$ cat config.mk
export PLATFORM = sky130hd
export DESIGN_NAME = pl0_fetch
export DESIGN_NICKNAME = d
export VERILOG_FILES = /design/src/rtl/pl0_fetch.sv
export SDC_FILE = /design/constraint.sdc
export NUM_CORES = 1
export LEC_CHECK = 0
export ABC_CLOCK_PERIOD_IN_PS = 2200
export BUFFER_PORTS_ARGS = -buffer_cell sky130_fd_sc_hd__buf_2
export CAP_MARGIN = 10
export CORE_ASPECT_RATIO = 1.2
export CORE_MARGIN = 2
export CORE_UTILIZATION = 47
export CTS_BUF_LIST = sky130_fd_sc_hd__clkbuf_4
export DETAILED_ROUTE_END_ITERATION = 12
export PLACE_DENSITY = 0.84
export SLEW_MARGIN = 20
export SYNTH_ARGS = -nofsm -noshare
export SYNTH_HDL_FRONTEND = slang
export SYNTH_SLANG_ARGS = --single-unit
$ cat constraint.sdc
create_clock -name i_clk -period 2.2 [get_ports i_clk]
set_input_delay 0.44 -clock i_clk [delete_from_list [all_inputs] [get_ports i_clk]]
set_output_delay 0.44 -clock i_clk [all_outputs]
set_load 0.05 [all_outputs]
$ cat src/rtl/pl0_fetch.sv
// Pipeline stage 0: owns the PC, drives the synchronous instruction memory and
// feeds decode. Optional perf counters are enabled with `define PL0_FETCH_PERF_EN.
module pl0_fetch #(
    parameter logic [31:0] RESET_PC  = 32'h0000_0000,
    parameter logic [31:0] NOP_INSTR = 32'h0000_0013
) (
    input  logic        i_clk,
    input  logic        i_rst_n,
    input  logic [1:0]  i_pl0_stall_state_val,
    input  logic        i_br_take,
    input  logic [31:0] i_br_target,
    output logic [31:0] o_imem_addr,
    output logic        o_imem_rd_en,
    input  logic [31:0] i_imem_data,
    output logic [31:0] o_pc_val,
    output logic [31:0] o_cur_instr_val,
    output logic        o_instr_valid
`ifdef PL0_FETCH_PERF_EN
    ,
    output logic [31:0] o_stall_cycle_cnt,
    output logic [31:0] o_flush_cnt
`endif
);

    localparam logic [1:0] PL0_RUN = 2'd0;

    localparam logic [0:0] ST_RUN  = 1'b0;
    localparam logic [0:0] ST_HOLD = 1'b1;

    logic [31:0] pc_q;
    logic [31:0] pc_out_q;
    logic [31:0] hold_q;
    logic [1:0]  stall_cnt;
    logic        flush_q;
    logic        replay_q;
    logic [0:0]  state;
    logic        stall_req;

    assign state     = (stall_cnt != 2'd0) ? ST_HOLD : ST_RUN;
    assign stall_req = (state == ST_RUN) && (i_pl0_stall_state_val != PL0_RUN);

    // Read enable follows reset directly so the very first edge after release
    // already launches the fetch of RESET_PC.
    assign o_imem_rd_en    = i_rst_n;
    assign o_imem_addr     = pc_q;
    assign o_pc_val        = pc_out_q;
    assign o_instr_valid   = !flush_q;
    assign o_cur_instr_val = flush_q  ? NOP_INSTR :
                             replay_q ? hold_q    : i_imem_data;

    // Redirect beats any stall; a stall request is only honoured in RUN and
    // freezes both PCs, replaying the captured instruction from hold_q.
    always_ff @(posedge i_clk or negedge i_rst_n) begin
        if (!i_rst_n) begin
            pc_q      <= RESET_PC;
            pc_out_q  <= RESET_PC;
            hold_q    <= NOP_INSTR;
            stall_cnt <= 2'd0;
            flush_q   <= 1'b1;
            replay_q  <= 1'b0;
        end else begin
            flush_q <= i_br_take;
            if (i_br_take) begin
                pc_q      <= i_br_target & ~32'd3;
                stall_cnt <= 2'd0;
                replay_q  <= 1'b0;
            end else if (state == ST_HOLD) begin
                stall_cnt <= stall_cnt - 2'd1;
            end else if (stall_req) begin
                hold_q    <= o_cur_instr_val;
                replay_q  <= 1'b1;
                stall_cnt <= i_pl0_stall_state_val - 2'd1;
            end else begin
                pc_q     <= pc_q + 32'd4;
                pc_out_q <= pc_q;
                replay_q <= 1'b0;
            end
        end
    end

`ifdef PL0_FETCH_PERF_EN
    always_ff @(posedge i_clk or negedge i_rst_n) begin
        if (!i_rst_n) begin
            o_stall_cycle_cnt <= 32'd0;
            o_flush_cnt       <= 32'd0;
        end else begin
            if (replay_q) begin
                o_stall_cycle_cnt <= o_stall_cycle_cnt + 32'd1;
            end
            if (i_br_take) begin
                o_flush_cnt <= o_flush_cnt + 32'd1;
            end
        end
    end
`endif

endmodule

-- Word-level counts from Yosys, hierarchy flattened
Index checks and enable logic that the tools add are counted.
- register bits after elaboration: 100
- input bits: 69
- output and inout port bits: 98
- add/subtract/negate cells: 3
- equality and inequality tests: 2
- multiplexer cells: 12
- bitwise gates (word level): 3
- reduce and logical (&&, ||, !) cells: 8
- operators by type and width (kind ; number):
    $mux W32 ; 5
    $add A32 B3 Y32 const B ; 1
    $mux W2 ; 3
    $reduce_and A3 Y1 ; 2
    $mux W1 ; 4
    $ne A2 B2 Y1 const B ; 2
    $reduce_bool A2 Y1 ; 2
    $sub A2 B1 Y2 const B ; 2
    $not A1 Y1 ; 3
    $reduce_bool A3 Y1 ; 1
    $reduce_and A2 Y1 ; 1
    $logic_and A1 B1 Y1 ; 1
    $logic_not A1 Y1 ; 1

-- Logic depth before layout (Yosys ltp)
- word-level depth: 7
- mapped depth: 7
- gate-level depth less buffers: 5

-- Worst setup path before layout
Ideal clock, no wire load.
- path type: reg-to-reg
- from: reg pc_q[2] (netlist: o_imem_addr[2])
- to: reg pc_q[20] (netlist: o_imem_addr[20])
- setup time: 70 ps
- arrival: 2272 ps
- setup slack: -142 ps
- cell stages (with the launch flop): 7
- path buffers: 1
- path through: dfrtp_1 -> ha_1 -> nand4_1 -> or4_1 -> buf_2 -> or4_1 -> nand3_1
- longest elaborated chain between the ends: 4
- RTL lines (item ; line ; text):
    start, declared ; 30 ; logic [31:0] pc_q;
    start signal, assigned ; 64 ; pc_q <= i_br_target & ~32'd3;
    start signal, assigned ; 74 ; pc_q <= pc_q + 32'd4;
    $add A32 B3 Y32 ; 74 ;
    $mux W32 ; 69 ; end else if (stall_req) begin
    $mux W32 ; 67 ; end else if (state == ST_HOLD) begin
    $mux W32 ; 63 ; if (i_br_take) begin
Every way passes these cells. The select of a mux whose other input is x is not followed.
A chain may end at the register's enable or synchronous reset.

-- Final worst setup path
- from: reg stall_cnt[0]
- to: reg pc_q[28] (netlist: o_imem_addr[28])
- longest elaborated chain between the ends: 6
- RTL lines (item ; line ; text):
    start, declared ; 33 ; logic [1:0] stall_cnt;
    start signal, assigned ; 68 ; stall_cnt <= stall_cnt - 2'd1;
    start signal, assigned ; 72 ; stall_cnt <= i_pl0_stall_state_val - 2'd1;
    $reduce_bool A2 Y1 * ; 39 ; assign state = (stall_cnt != 2'd0) ? ST_HOLD : ST_RUN;
    $mux W1 * ; 39 ;
    $not A1 Y1 (no source line) ; n/a ;
    $logic_and A1 B1 Y1 ; 40 ; assign stall_req = (state == ST_RUN) && (i_pl0_stall_state_val != PL0_RUN);
    $ne A2 B2 Y1 (no source line) ; n/a ;
    $reduce_and A2 Y1 (no source line) * ; n/a ;
Every way passes the cells marked *; elsewhere a longest branch is shown, timed or not.

==> results.ini <==
[run_status]
status=completed

[placed_design]
port_buffers=160
dpl_cell_area_um2=5980
hpwl_um=9300
dp_slack_ns=-0.173
place.gp.congestion=0.869

[timing]
fin_skew_ns=0.0122
period_needed_ns=2.16
finalMaxSlewViolations=0
post-route-period-util=0.983
hold_viol=0
slew_headroom=0.629
tightest_slew_ns=0.557
finalSetupViolCount=0
rsz0062_at_grt=true
setup_slack_ns=0.0375
max_freq_mhz=462
hold_slack_ns=0.0179

[grt]
gr-total-overflow=0
antenna_found_initial=2
top_usage_layer=met2
met2_usage=0.381
grt_pass1_wl_um=19500
grt_use_met3=0.0434
gr-usage-all-layers=0.228
grt_use_met1=0.290
grt_pass1_vias=4124
grt_max_degree=97

[layout]
syn_to_final_growth_pct=29.3
ff_latch_area_um2=2420
multi_input_area_um2=2300
nets=695
postLayoutCellArea_um2=6180
drive_above_1_share=0.490
fillers=812

[clocking]
h-tree-depth=3
ctsHoldBuffers=0
cts_tree=done
cts_sinks=96
clk_pin_slew_ns=0.15
clkLatencyLatePin_ns=0.45
cts-root-buf=clkbuf_4
clockBufferDepth=2
numCtsBuffers=9

[power]
cellPowerDensity_nw_per_um2=827
ir_drop_uv=492
p_leak_nw=2.91
p_total_w=0.00511

[detailed_routing]
first_pass_iters=4
viasPerCell=5.56
wl_per_cell_um=16.7
ant_nets=0
post-route-drc-count=0
route.vias.total=4208
routed_wl_um=12600
drtIter0Drc=266

[synthesis]
ys_warn_count=0
ys_ff_latch=96
avgSynthCellArea_um2=10.7
synthFlopType=dfrtp_1
ys_types=40
seq_area_frac_synth=0.504
syn_inst=448
synth-edff-count=0
ys_async_sr_fraction=1.00
synth_area_um2=4780

[critical_path]
worstSetupPathType=reg2reg
crit_slowest_cell=or4_4
r2r_cells=5
start_kind=register
crit_top_cell=or4_4
path_max_fanout=9
crit_required_ns=2.57
slowest_delay_ns=0.52
cp_cell_sequence=or4_4, buf_6, or4_4, or3_4, a31oi_1
crit_path_end_kind=register
cp.arrival_ns=2.54

[die]
num_rows=40
fp.dieW_um=96.1
core-area_um2=9960
initial_utilization=0.480
ios=167
fp.dieH_um=114
dieArea_um2=11000

[hold_path]
hold_path_class=in2async

[job]
maxCapViolCount=0

==> stage by stage <==
| stage | util | setup TNS, ns | std cells |
|---|---|---|---|
| after CTS | 0.615 | 0 | 756 |
| after global placement | 0.600 | -0.751 | 735 |
| final | 0.620 | 0 | 757 |
| after floorplan | - | -0.0461 | 451 |
| after global routing | 0.620 | -0.0488 | 757 |
| after detailed placement | 0.600 | -1.20 | 735 |
==> what timing repair did <==
item | 4_1_cts | 5_1_grt
endpoints found under the setup margin | 24 | 16
gates cloned | 0 | 0
pin swaps | 0 | 2
resized for setup | 4 | 16
setup buffers | 5 | 0
==> worst paths after layout <==
path                                start               to  slack, ns
hold reg to reg              o_pc_val[18]     o_pc_val[18]       0.50
max in group asynchronous         i_rst_n   o_imem_addr[7]       1.69
hold / removal                    i_rst_n  o_imem_addr[30]       0.02
setup reg to reg             stall_cnt[0]  o_imem_addr[28]       0.04
setup / recovery             stall_cnt[0]  o_imem_addr[28]       0.04
min in group i_clk         i_br_target[2]   o_imem_addr[2]       0.19
==> cells by family after synthesis <==
| logic type | count (synthesis) | share of synthesized area |
|---|---|---|
| AND/OR/NAND/NOR | 152 | 0.163 |
| flip-flops | 96 | 0.504 |
| multiplexers | 88 | 0.199 |
| AO/OA/AOI/OAI | 56 | 0.0736 |
| buffers and inverters | 44 | 0.0395 |
| XOR/XNOR | 10 | 0.0183 |
| adder cells (fa/ha/maj) | 1 | 0.00262 |
| other | 1 | 0.000785 |
==> power by group <==
group / total [W] / leakage [nW] / switching [W] / internal (W)
clock network: 0.000826 / 0.0594 / 0.000579 / 0.000246
logic: 0.00200 / 1.69 / 0.00140 / 0.000602
registers: 0.00228 / 1.17 / 0.000206 / 0.00208
total: 0.00511 / 2.91 / 0.00218 / 0.00293
==> flip-flops by register name, summed over array words and instances (netlist names) <==
name         flops
hold_q          32
o_imem_addr     30
o_pc_val        30
stall_cnt        2
flush_q          1
replay_q         1
==> cell usage after synthesis, drive strengths merged, types with 14 or more instances <==
cell type	n	area, um^2
a31oi	14	87.6
nand2	37	139
mux2	55	619
o21ai	22	110
mux2i	33	330
clkbuf	24	90.1
dfrtp	92	2300
or4	14	105
nand3	16	80.1
nor2	46	173
==> area by class of cell <==
| type | count | area share |
|---|---|---|
| Antenna cell | 1 | 0.000405 |
| Clock buffer | 11 | 0.0134 |
| Clock inverter | 5 | 0.00385 |
| Inverter | 10 | 0.00607 |
| Multi-Input combinational cell | 311 | 0.372 |
| Sequential cell | 96 | 0.391 |
| Tap cell | 126 | 0.0255 |
| Timing Repair Buffer | 197 | 0.188 |
==> placed cells by master, fill, tap and decap left out, types with 4 or more instances in the layout <==
cell	n
o211ai_1	4
mux2i_1	33
buf_2	144
nand2_1	37
nand4_1	10
xnor2_1	5
nor4_1	4
nor2_1	20
clkbuf_4	23
nor2_2	26
or4_1	12
dfrtp_2	4
nand3_1	15
inv_1	10
a31oi_1	14
dfrtp_1	87
buf_4	36
conb_1	4
mux2_2	55
dfstp_2	4
o21ai_0	19
xor2_1	5
and4_1	7
o31ai_1	7
==> routing by layer <==
| layer | wire length [um] | up-vias |
|---|---|---|
| met5 | 13 | - |
| met2 | 6490 | 161 |
| met4 | 235 | 2 |
| li1 | - | 1973 |
| met3 | 707 | 23 |
| met1 | 5200 | 2049 |
==> critical path: cells and delay by family (launching register included) <==
| family | cells | cell delay, ns |
|---|---|---|
| compound gates | 1 | 0.20 |
| simple gates | 3 | 1.34 |
| buf+inv | 1 | 0.15 |
| flops | 1 | 0.40 |
(Power assumes the default switching activity.)
